--- src/rtl/joypad_poller.sv ---
// I2C master that sweeps NUM_PADS joypad port expanders and publishes inverted (active-high) button words.
// One tick every CLK_DIV cycles moves the bus one quarter-bit; a slave holding SCL low freezes the sample phase.
module joypad_poller #(
    parameter int       CLK_DIV       = 250,
    parameter int       NUM_PADS      = 2,
    parameter bit [6:0] BASE_ADDR     = 7'h20,
    parameter int       BYTES_PER_PAD = 1,
    parameter int       POLL_PERIOD   = 200000
) (
    input  logic                                clk,
    input  logic                                rst,
    input  logic                                scl_in,
    input  logic                                sda_in,
    output logic                                scl_out,
    output logic                                sda_out,
    output logic [NUM_PADS*8*BYTES_PER_PAD-1:0] buttons,
    output logic [NUM_PADS-1:0]                 present,
    output logic                                valid,
    output logic                                busy
);
    localparam int W     = 8 * BYTES_PER_PAD;
    localparam int DIV_W = (CLK_DIV > 1) ? $clog2(CLK_DIV) : 1;
    localparam int TW    = $clog2(POLL_PERIOD);
    localparam int IDX_W = (NUM_PADS > 1) ? $clog2(NUM_PADS) : 1;

    typedef enum logic [2:0] {
        S_IDLE, S_START, S_ADDR, S_AACK, S_RD, S_MACK, S_STOP, S_NEXT
    } state_t;

    state_t                r_state;
    logic [1:0]            r_ph;
    logic [2:0]            r_bit;
    logic                  r_byte;
    logic [IDX_W-1:0]      r_idx;
    logic [DIV_W-1:0]      r_div;
    logic [TW-1:0]         r_timer;
    logic [W-1:0]          r_sr;
    logic                  r_ack;
    logic                  r_scl;
    logic                  r_sda;
    logic [NUM_PADS*W-1:0] r_buttons;
    logic [NUM_PADS-1:0]   r_present;
    logic                  r_valid;
    logic                  r_busy;

    logic       w_bit_state;
    logic       w_stall;
    logic       w_tick;
    logic       w_last_byte;
    logic       w_enter_stop;
    logic       w_txbit;
    logic [6:0] w_addr;
    logic [7:0] w_abyte;

    assign w_bit_state = (r_state == S_ADDR) || (r_state == S_AACK) ||
                         (r_state == S_RD)   || (r_state == S_MACK);
    // The sample phase waits for the pin to actually go high; the divider freezes with it.
    assign w_stall     = w_bit_state && (r_ph == 2'd2) && !scl_in;
    assign w_tick      = (r_div == DIV_W'(CLK_DIV - 1)) && !w_stall;
    assign w_last_byte = (BYTES_PER_PAD == 1) || r_byte;
    assign w_addr      = BASE_ADDR + 7'(r_idx);
    assign w_abyte     = {w_addr, 1'b1};
    assign w_enter_stop = w_tick && (r_ph == 2'd3) && (r_bit == 3'd0) &&
                          (((r_state == S_AACK) && !r_ack) || ((r_state == S_MACK) && w_last_byte));

    always_comb begin
        w_txbit = 1'b1;
        case (r_state)
            S_ADDR:  w_txbit = w_abyte[r_bit];
            S_MACK:  w_txbit = w_last_byte;
            default: w_txbit = 1'b1;
        endcase
    end

    always_ff @(posedge clk) begin
        if (rst) begin
            r_state   <= S_IDLE;
            r_ph      <= 2'd0;
            r_bit     <= 3'd7;
            r_byte    <= 1'b0;
            r_idx     <= '0;
            r_div     <= '0;
            r_timer   <= '0;
            r_sr      <= '0;
            r_ack     <= 1'b0;
            r_scl     <= 1'b1;
            r_sda     <= 1'b1;
            r_buttons <= '0;
            r_present <= '0;
            r_valid   <= 1'b0;
            r_busy    <= 1'b0;
        end else begin
            r_valid <= 1'b0;

            if ((r_state == S_IDLE) && (r_timer == '0))
                r_timer <= TW'(POLL_PERIOD - 1);
            else if (r_timer != '0)
                r_timer <= r_timer - TW'(1);

            // Realigning the divider at each address phase keeps sweep length fixed.
            if ((r_state == S_IDLE) || (r_state == S_NEXT))
                r_div <= '0;
            else if (!w_stall)
                r_div <= (r_div == DIV_W'(CLK_DIV - 1)) ? '0 : r_div + DIV_W'(1);

            if (w_enter_stop) begin
                r_present[r_idx]          <= r_ack;
                r_buttons[int'(r_idx)*W +: W] <= r_ack ? ~r_sr : '0;
            end

            case (r_state)
                S_IDLE: if (r_timer == '0) begin
                    r_state <= S_START;
                    r_ph    <= 2'd0;
                    r_busy  <= 1'b1;
                end
                S_START: if (w_tick) begin
                    if (r_ph == 2'd0) begin
                        r_sda <= 1'b0;
                        r_ph  <= 2'd1;
                    end else begin
                        r_scl   <= 1'b0;
                        r_ph    <= 2'd0;
                        r_bit   <= 3'd7;
                        r_state <= S_ADDR;
                    end
                end
                S_ADDR, S_AACK, S_RD, S_MACK: if (w_tick) begin
                    r_ph <= r_ph + 2'd1;
                    case (r_ph)
                        2'd0: r_sda <= w_txbit;
                        2'd1: r_scl <= 1'b1;
                        2'd2: begin
                            if (r_state == S_AACK) r_ack <= !sda_in;
                            if (r_state == S_RD)   r_sr  <= {r_sr[W-2:0], sda_in};
                        end
                        default: begin
                            r_scl <= 1'b0;
                            if (r_bit != 3'd0) begin
                                r_bit <= r_bit - 3'd1;
                            end else begin
                                case (r_state)
                                    S_ADDR: r_state <= S_AACK;
                                    S_AACK: begin
                                        r_state <= r_ack ? S_RD : S_STOP;
                                        r_bit   <= 3'd7;
                                        r_byte  <= 1'b0;
                                    end
                                    S_RD:   r_state <= S_MACK;
                                    default: begin
                                        r_state <= w_last_byte ? S_STOP : S_RD;
                                        r_bit   <= 3'd7;
                                        r_byte  <= r_byte + 1'b1;
                                    end
                                endcase
                            end
                        end
                    endcase
                end
                S_STOP: if (w_tick) begin
                    case (r_ph)
                        2'd0: begin r_sda <= 1'b0; r_ph <= 2'd1; end
                        2'd1: begin r_scl <= 1'b1; r_ph <= 2'd2; end
                        default: begin
                            r_sda   <= 1'b1;
                            r_ph    <= 2'd0;
                            r_state <= S_NEXT;
                        end
                    endcase
                end
                S_NEXT: begin
                    r_ph <= 2'd0;
                    if (r_idx == IDX_W'(NUM_PADS - 1)) begin
                        r_valid <= 1'b1;
                        r_busy  <= 1'b0;
                        r_idx   <= '0;
                        r_state <= S_IDLE;
                    end else begin
                        r_idx   <= r_idx + IDX_W'(1);
                        r_state <= S_START;
                    end
                end
                default: r_state <= S_IDLE;
            endcase
        end
    end

    assign scl_out = r_scl;
    assign sda_out = r_sda;
    assign buttons = r_buttons;
    assign present = r_present;
    assign valid   = r_valid;
    assign busy    = r_busy;
endmodule

--- config.mk ---
export PLATFORM = sky130hd
export DESIGN_NAME = joypad_poller
export DESIGN_NICKNAME = d
export VERILOG_FILES = /design/src/rtl/joypad_poller.sv
export SDC_FILE = /design/constraint.sdc
export NUM_CORES = 1
export LEC_CHECK = 0
export CELL_PAD_IN_SITES_DETAIL_PLACEMENT = 0
export CELL_PAD_IN_SITES_GLOBAL_PLACEMENT = 1
export CORE_MARGIN = 10
export CORE_UTILIZATION = 40
export CTS_CLUSTER_SIZE = 20
export DETAILED_ROUTE_END_ITERATION = 16
export PLACE_DENSITY_LB_ADDON = 0.1
export SLEW_MARGIN = 5
export SYNTH_ARGS = -nofsm -noshare
export SYNTH_HDL_FRONTEND = slang
export SYNTH_SLANG_ARGS = --single-unit
--- constraint.sdc ---
create_clock -name clk -period 4.6 [get_ports clk]
set_clock_uncertainty 0.05 [all_clocks]
set_input_delay 0.92 -clock clk [delete_from_list [all_inputs] [get_ports clk]]
set_output_delay 0.92 -clock clk [all_outputs]
set_load 0.01 [all_outputs]
==> flow_summary.toml, run 1 <==
[outcome]
status = "finished, final reports clean"

[layout]
final_area_sq_mm = 0.003800
fin_cells = 500
final_nets = 408
final_common_cell = "dfxtp_1"
drive_gt1_share_pct = 7.286
mostFrequentLayoutCells = "66 x dfxtp_1, 63 x nor2_1, 30 x mux2i_1"
antenna_cells = 0
final_util_pct = 48.67
area_delta_synth_final_pct = 17.03
fill_cells = 788

[clocking]
cts.clk_slew.worst_paths_ns = 0.08
numCtsBuffers = 9
cts_tree = "done"
cts_setup_buffers = 0
clock_latency_ns = 0.35
cts.sinks = 66
htree_levels = 3
cts-root-buf = "clkbuf_8"
ctsHoldBuffers = 0
cts_buffer_depth = 2
cts_resized = 0

[hold_path]
hp-start = "busy"
hold_end = "busy"
worstHoldPathType = "reg2reg"
hold_depth = 2

[timing]
maxSlewHeadroom_pct = 46.91
fmax_ghz = 0.3386
finalSetupViolations = 0
post-route-period-util_pct = 64.21
tns_ns = 0
timing_hold_violations_final = 0
drv_slew = 0
whs_ns = 0.4053
fin_crit_ns = 2.954
rsz0062_at_grt = "false"
worst-slew-pin-transition_ns = 0.7937

[die]
start_util_pct = 41.59
die_w_microns = 110.1
num_io_pins = 26
chipHeight_microns = 110.1
num_rows = 32
core_sq_mm = 0.007807
fp.dieArea_sq_mm = 0.01212

[detailed_routing]
drtPass1Iterations = 4
wire_per_inst_microns = 14.21
drc = 0
first_iter_violations = 99
wl_mm = 7.103
drtAntennaViolNets = 0
via_count = 2604
via_per_inst = 5.208

[critical_path]
cp-end-kind = "register"
slowest_delay_ns = 0.76
crit_family = "compound AO/OA/AOI/OAI gates"
criticalPathCategory = "reg2reg"
crit_buf_inv = 0
cp_max_fo = 22
worstPathArrival_ns = 3.12
crit_required_ns = 4.77
path_depth = 5
slowest_stage = "dfxtp_1"
crit_chain = "xor2_1 > a311oi_4 > o2111a_1 > mux2i_1 > nor2_1"
r2r_cells = 5
r2r-start = "r_state[1]"
ff2ff_setup_slack_ns = 1.65
start_kind = "register"
r2r-end = "present[0]"

[grt]
gr-total-overflow = 0
grt_antenna_before_repair = 0
track_usage_pct = 12.92
grt_pass1_vias = 2569
grt_max_degree = 59
grt_pass1_wl_mm = 12.54

[synth]
syn_area_sq_mm = 0.003247
async_reset_ff_share_pct = 0
syn_avg_cell_area_sq_um = 8.752
synth-simple-area-share_pct = 24.20
synth_top_family_by_area = "simple AND/OR/NAND/NOR gates"
synth_edf_count = 0
synth.distinct_cells = 50
muxShareOfSynthArea_pct = 9.249
synth_seq_cells = 66
synth_fa_ha_area_share_pct = 4.239
syn_inst = 371
synth_compound_area_share_pct = 14.22
ys.flop_type = "dfxtp_1"
ys.warnings.count = 0
yosysSeqAreaShare_pct = 40.69
synthesis.nets = 386
synthXorXnorAreaFrac_pct = 3.776

[placement]
dp.cells = 484
post-dp-hpwl_mm = 4.898
portBuffers = 25
gp_congestion = 0.7975
dpl_cell_area_sq_mm = 0.003573

[pwr]
power_density_mw_per_mm2 = 510.9
vdd_ir_drop_max_mv = 0.3983
p_leak_nw = 1.460

[job]
maxCapViolations = 0
[state kept, by name (all words and copies together), names as in the netlist]
signal	flops
busy	1
buttons	16
present	2
r_ack	1
r_bit	3
r_div	8
r_idx	1
r_ph	2
r_sr	8
r_state	3
r_timer	18
scl_out	1
sda_out	1
valid	1
[through the flow]
step	total power [mW]	setup WS, ns
after floorplan	1.267	2.399
after global placement	1.391	1.585
after detailed placement	1.399	1.500
after CTS	1.965	1.628
after global routing	2.093	1.410
final	1.941	1.646
[layout make-up]
cell class              instances  area, sq um  share of cell area (%)
clock buffers                  10        137.6                   3.622
clock inverters                 6        88.84                   2.338
inverters                      13        48.80                   1.284
multi-input cells             275         1808                   47.58
flip-flops and latches         66         1321                   34.77
well taps                     102        127.6                   3.359
repair buffers                 28        267.8                   7.046
[layer usage]
metal	global-route usage [%]	vias up	part of all wire, %
met4	4.954	0	1.7
met3	4.063	10	3.7
met2	20.24	22	47
met5	0	-	0
met1	16.26	1223	48
li1	-	1349	-
[Yosys cell counts (9+ instances only)]
cell	number	share of area (%)
nand2_1	20	2.3
a21oi_1	19	2.9
nor3_1	12	1.8
clkbuf_1	12	1.4
mux2i_1	30	9.2
nor2b_1	14	2.7
dfxtp_1	66	41
a211oi_1	9	2.1
inv_1	13	1.5
ha_1	11	4.2
nor2_1	63	7.3
[how the worst max path moves through the flow]
| stage | startpoint | end |
|---|---|---|
| final | r_state[1] | present[0] |
| after global routing | r_state[1] | present[0] |
| after CTS | r_state[1] | present[0] |
| after detailed placement | scl_in | present[0] |
| after global placement | scl_in | buttons[4] |
| after floorplan | scl_in | buttons[0] |
[report_power, final]
group          total (mW)  internal (mW)  switching [mW]  leakage [nW]
Sequential          0.741          0.647          0.0943         0.535
Combinational       0.644          0.270           0.373         0.816
Clock               0.557          0.321           0.236         0.109
[kinds of logic (layout without fill, tap and decap cells)]
family                   count (synthesis)  after routing
AO/OA/AOI/OAI                           65             65
XOR/XNOR                                14             14
adder cells (fa/ha/maj)                 11             11
buffers and inverters                   30             57
flip-flops                              66             66
multiplexers                            30             30
AND/OR/NAND/NOR                        155            155
[worst min-delay path: stages, from the launching register on]
cell	delay [ns]
dfxtp_1	0.31
nand2_1	0.05
a21oi_1	0.05
Note: power is estimated with default switching activity, not from simulation.
==> inputs of run 2 (changes only) <==
==> constraint.sdc (replaced) <==
create_clock -name clk -period 2.9 [get_ports clk]
set_clock_uncertainty 0.05 [all_clocks]
set_input_delay 0.58 -clock clk [delete_from_list [all_inputs] [get_ports clk]]
set_output_delay 0.58 -clock clk [all_outputs]
set_load 0.01 [all_outputs]
==> flow_summary.toml, run 2 (synthesis results as in run 1) <==
[detailed_routing]
first_iter_violations = 88
drtAntennaViolNets = 0
wl_mm = 7.252
drtPass1Iterations = 4
drc = 0
wire_per_inst_microns = 14.36
via_count = 2622
via_per_inst = 5.192

[layout]
mostFrequentLayoutCells = "66 x dfxtp_1, 63 x nor2_1, 30 x mux2i_1"
multi_input_area_sq_mm = 0.001808
final_util_pct = 49.15
area_delta_synth_final_pct = 18.19
drive_gt1_share_pct = 8.437
fill_cells = 795
largest_reg_flops = 18
regArea_sq_mm = 0.001321
final_nets = 413
final_common_cell = "dfxtp_1"
antenna_cells = 0
top_register = "r_timer"

[timing]
fin_crit_ns = 2.324
timing_hold_violations_final = 0
finalSetupViolations = 0
fmax_ghz = 0.4304
rsz0062_at_grt = "false"
whs_ns = 0.4060
post-route-period-util_pct = 80.12
worst-slew-pin-transition_ns = 0.5813
tns_ns = 0
maxSlewHeadroom_pct = 61.25
drv_slew = 0
worst_slack_ns = 0.5764

[die]
start_util_pct = 41.59
chipHeight_microns = 110.1
core_sq_mm = 0.007807
die_w_microns = 110.1
num_rows = 32
num_io_pins = 26
fp.dieArea_sq_mm = 0.01212

[grt]
grt_use_met3_pct = 3.134
track_usage_pct = 12.15
grtUsageMet2_pct = 18.84
grt_antenna_before_repair = 0
grt_pass1_vias = 2448
use_met1_pct = 15.53
grt_max_degree = 31
gr-total-overflow = 0
grt_pass1_wl_mm = 11.91
gr-max-usage-layer = "met2"

[clocking]
clock_latency_ns = 0.34
cts_resized = 0
cts.sinks = 66
htree_levels = 3
cts_setup_buffers = 0
cts_tree = "done"
numCtsBuffers = 9
cts.clk_slew.worst_paths_ns = 0.07
cts_buffer_depth = 2
ctsHoldBuffers = 0
cts-root-buf = "clkbuf_8"

[placement]
gp_congestion = 0.7588
portBuffers = 25
pre_cts_slack_ns = 0.3838
post-dp-hpwl_mm = 5.092

[pwr]
p_leak_nw = 1.487
power_density_mw_per_mm2 = 807.9
vdd_ir_drop_max_mv = 0.6048

[job]
maxCapViolations = 0

[hold_path]
worstHoldPathType = "reg2reg"

[critical_path]
criticalPathCategory = "reg2reg"
start_kind = "register"
worstPathArrival_ns = 2.54
cp_max_fo = 10
cp-end-kind = "register"
crit_required_ns = 3.12

[outcome]
status = "finished, final reports clean"
run 2: cell types whose count changed in the layout (fill, tap and decap cells not counted), sizes merged:
cell  previous run  this run
buf              4         9
run 2: path summary, 6_finish.rpt:
kind                end  slack, ns  cells after the start  startpoint
min                busy       0.41                      2        busy
min reg2reg        busy       0.41                      2        busy
max reg2reg  r_state[0]       0.58                      6     r_ph[0]
max          r_state[0]       0.58                      6     r_ph[0]
run 2: metal layers:
layer	vias up	wire length, microns
met5	-	0
met4	0	93
met3	9	253
met2	23	3388
met1	1229	3516
li1	1361	-
run 2: report_power, final:
group | internal, mW | switching (mW)
registers | 1.03 | 0.135
logic | 0.447 | 0.615
clock network | 0.509 | 0.368
run 2: stage by stage:
step,instance area (sq um),cells,total power [mW]
5_1_grt,3837,505,3.309
6_report,3837,505,3.100
3_3_place_gp,3611,489,2.229
4_1_cts,3837,505,3.133
2_1_floorplan,3247,371,2.010
3_5_place_dp,3611,489,2.242
run 2: final cells by class:
cell class	instances	share of cell area [%]
inverters	13	1.272
repair buffers	33	7.956
clock inverters	6	2.315
well taps	102	3.326
multi-input cells	275	47.11
clock buffers	10	3.587
flip-flops and latches	66	34.43
run 2: critical path: stages (launching register included):
cell	delay, ns
dfxtp_1	0.41
inv_1	0.12
ha_1	0.32
a311oi_4	0.53
o2111ai_1	0.29
or3_1	0.40
a21oi_1	0.14
==> inputs of run 3 (changes only) <==
==> constraint.sdc (replaced) <==
create_clock -name clk -period 2 [get_ports clk]
set_clock_uncertainty 0.05 [all_clocks]
set_input_delay 0.4 -clock clk [delete_from_list [all_inputs] [get_ports clk]]
set_output_delay 0.4 -clock clk [all_outputs]
set_load 0.01 [all_outputs]
==> flow_summary.toml, run 3 (synthesis results as in run 1) <==
[hold_path]
hold_end = "sda_out"
hp-start = "rst"
hold_depth = 2
worstHoldPathType = "in2reg"

[detailed_routing]
first_iter_violations = 108
wire_per_inst_microns = 13.86
via_per_inst = 5.124
via_count = 2808
drc = 0
drtAntennaViolNets = 0
drtPass1Iterations = 4
wl_mm = 7.594

[critical_path]
r2r-end = "r_timer[10]"
worstPathArrival_ns = 2.19
start_kind = "register"
criticalPathCategory = "reg2reg"
r2r-start = "r_timer[10]"
cp-end-kind = "register"
crit_required_ns = 2.20
ff2ff_setup_slack_ns = 0.02
r2r_cells = 5
cp_max_fo = 5

[timing]
drv_slew = 0
fin_crit_ns = 1.985
rsz0062_at_grt = "true"
maxSlewHeadroom_pct = 78.14
worst-slew-pin-transition_ns = 0.3273
post-route-period-util_pct = 99.25
finalSetupViolations = 0
timing_hold_violations_final = 0
fmax_ghz = 0.5038

[pwr]
pwr-share-seq_pct = 32.0
sw_frac_of_total_pct = 36.41
switching_power_mw = 1.887
vdd_ir_drop_max_mv = 0.9017
intPower_mw = 3.294
power_density_mw_per_mm2 = 1211
p_leak_nw = 1.736
combPwrFrac_pct = 46.0
clkPwrFrac_pct = 21.9

[grt]
grt_antenna_before_repair = 0
gr-total-overflow = 0
track_usage_pct = 13.05
grt_max_degree = 54
grt_pass1_wl_mm = 12.76
grt_pass1_vias = 2744

[clocking]
numCtsBuffers = 9
cts.sinks = 66
cts_buffer_depth = 2
htree_levels = 3
clock_latency_ns = 0.35
cts-root-buf = "clkbuf_8"
cts.clk_slew.worst_paths_ns = 0.08
cts_tree = "done"

[die]
num_io_pins = 26
fp.dieArea_sq_mm = 0.01212
start_util_pct = 41.59
num_rows = 32
die_w_microns = 110.1
chipHeight_microns = 110.1
core_sq_mm = 0.007807

[layout]
fill_cells = 723
mostFrequentLayoutCells = "64 x dfxtp_1, 62 x nor2_1, 45 x buf_4"
area_delta_synth_final_pct = 31.79
top_register = "r_timer"
antenna_cells = 0
regArea_sq_mm = 0.001324
final_nets = 456
drive_gt1_share_pct = 20.63
largest_reg_flops = 18
final_common_cell = "dfxtp_1"
multi_input_area_sq_mm = 0.001903
final_util_pct = 54.81
fin_cells = 548

[placement]
portBuffers = 25
post-dp-hpwl_mm = 5.422
gp_congestion = 0.8083
dp.cells = 529

[job]
maxCapViolations = 0

[outcome]
status = "finished, final reports clean"
## run 3: changes by cell type in the layout (fill, tap and decap cells not counted), moves of 2 or more
cell	delta
buf_12	+4
buf_4	+37
clkinv_4	+3
dfxtp_1	-2
dfxtp_2	+2
nor4_1	-2
o21ai_0	-2
o21ai_1	+2
or4_1	-3
or4_4	+3
## run 3: final cells by class
| type | count | share of cell area (%) |
|---|---|---|
| inverter | 13 | 1.140 |
| clock inverter | 7 | 1.813 |
| timing repair buffer | 75 | 15.76 |
| tap | 102 | 2.982 |
| multi-input combinational | 276 | 44.47 |
| sequential | 66 | 30.94 |
| clock buffer | 9 | 2.895 |
## run 3: how the worst max path moves through the flow
stage	start	to	slack, ns	cells after the start
floorplan	r_timer[9]	r_timer[10]	0.008	6
global placement	scl_in	r_state[0]	-0.20	7
detailed placement	scl_in	r_state[0]	-0.22	7
CTS	r_timer[11]	r_timer[10]	0.008	5
global route	r_timer[10]	r_timer[5]	-0.06	5
finish	r_timer[10]	r_timer[10]	0.02	5
## run 3: per-stage QoR
step	worst slack [ns]	hold WS (ns)	power [mW]	cell area [sq um]	TNS, ns
finish	0.01502	0.3050	5.181	4279	0
global route	-0.05725	0.3089	5.537	4279	-0.1855
CTS	0.008269	0.2904	4.981	4203	0
detailed placement	-0.2246	0.4048	3.719	3961	-4.899
global placement	-0.2035	0.3935	3.689	3961	-5.013
floorplan	0.007939	0.3906	2.915	3247	0
## run 3: power by group through the flow
stage | Sequential, mW | Clock (mW) | Combinational (mW)
final | 1.66 | 1.14 | 2.38
after global routing | 1.68 | 1.23 | 2.62
after CTS | 1.64 | 1.18 | 2.17
after detailed placement | 1.66 | 0 | 2.06
after global placement | 1.66 | 0 | 2.03
after floorplan | 1.66 | 0 | 1.26
## run 3: worst max-delay path, stage by stage, from the launching register on
cell	delay, ns
dfxtp_2	0.32
or4_4	0.58
or3_4	0.39
nor3_4	0.29
a211oi_2	0.06
a311oi_1	0.20
## run 3: what timing repair did
| item | CTS | global route |
|---|---|---|
| setup endpoints to repair | 12 | 36 |
| hold buffers | 0 | 0 |
| gates cloned | 0 | 1 |
| pin swaps | 1 | 14 |
| buffers inserted | 0 | 2 |
| gates resized for setup | 7 | 15 |
## run 3: metal layers
| layer | track usage, % | up-vias | part of all wire [%] |
|---|---|---|---|
| met5 | 0 | - | 0 |
| met1 | 15.76 | 1296 | 45 |
| met4 | 5.963 | 0 | 2.0 |
| met3 | 3.018 | 13 | 3.9 |
| met2 | 21.59 | 40 | 49 |
| li1 | - | 1459 | - |
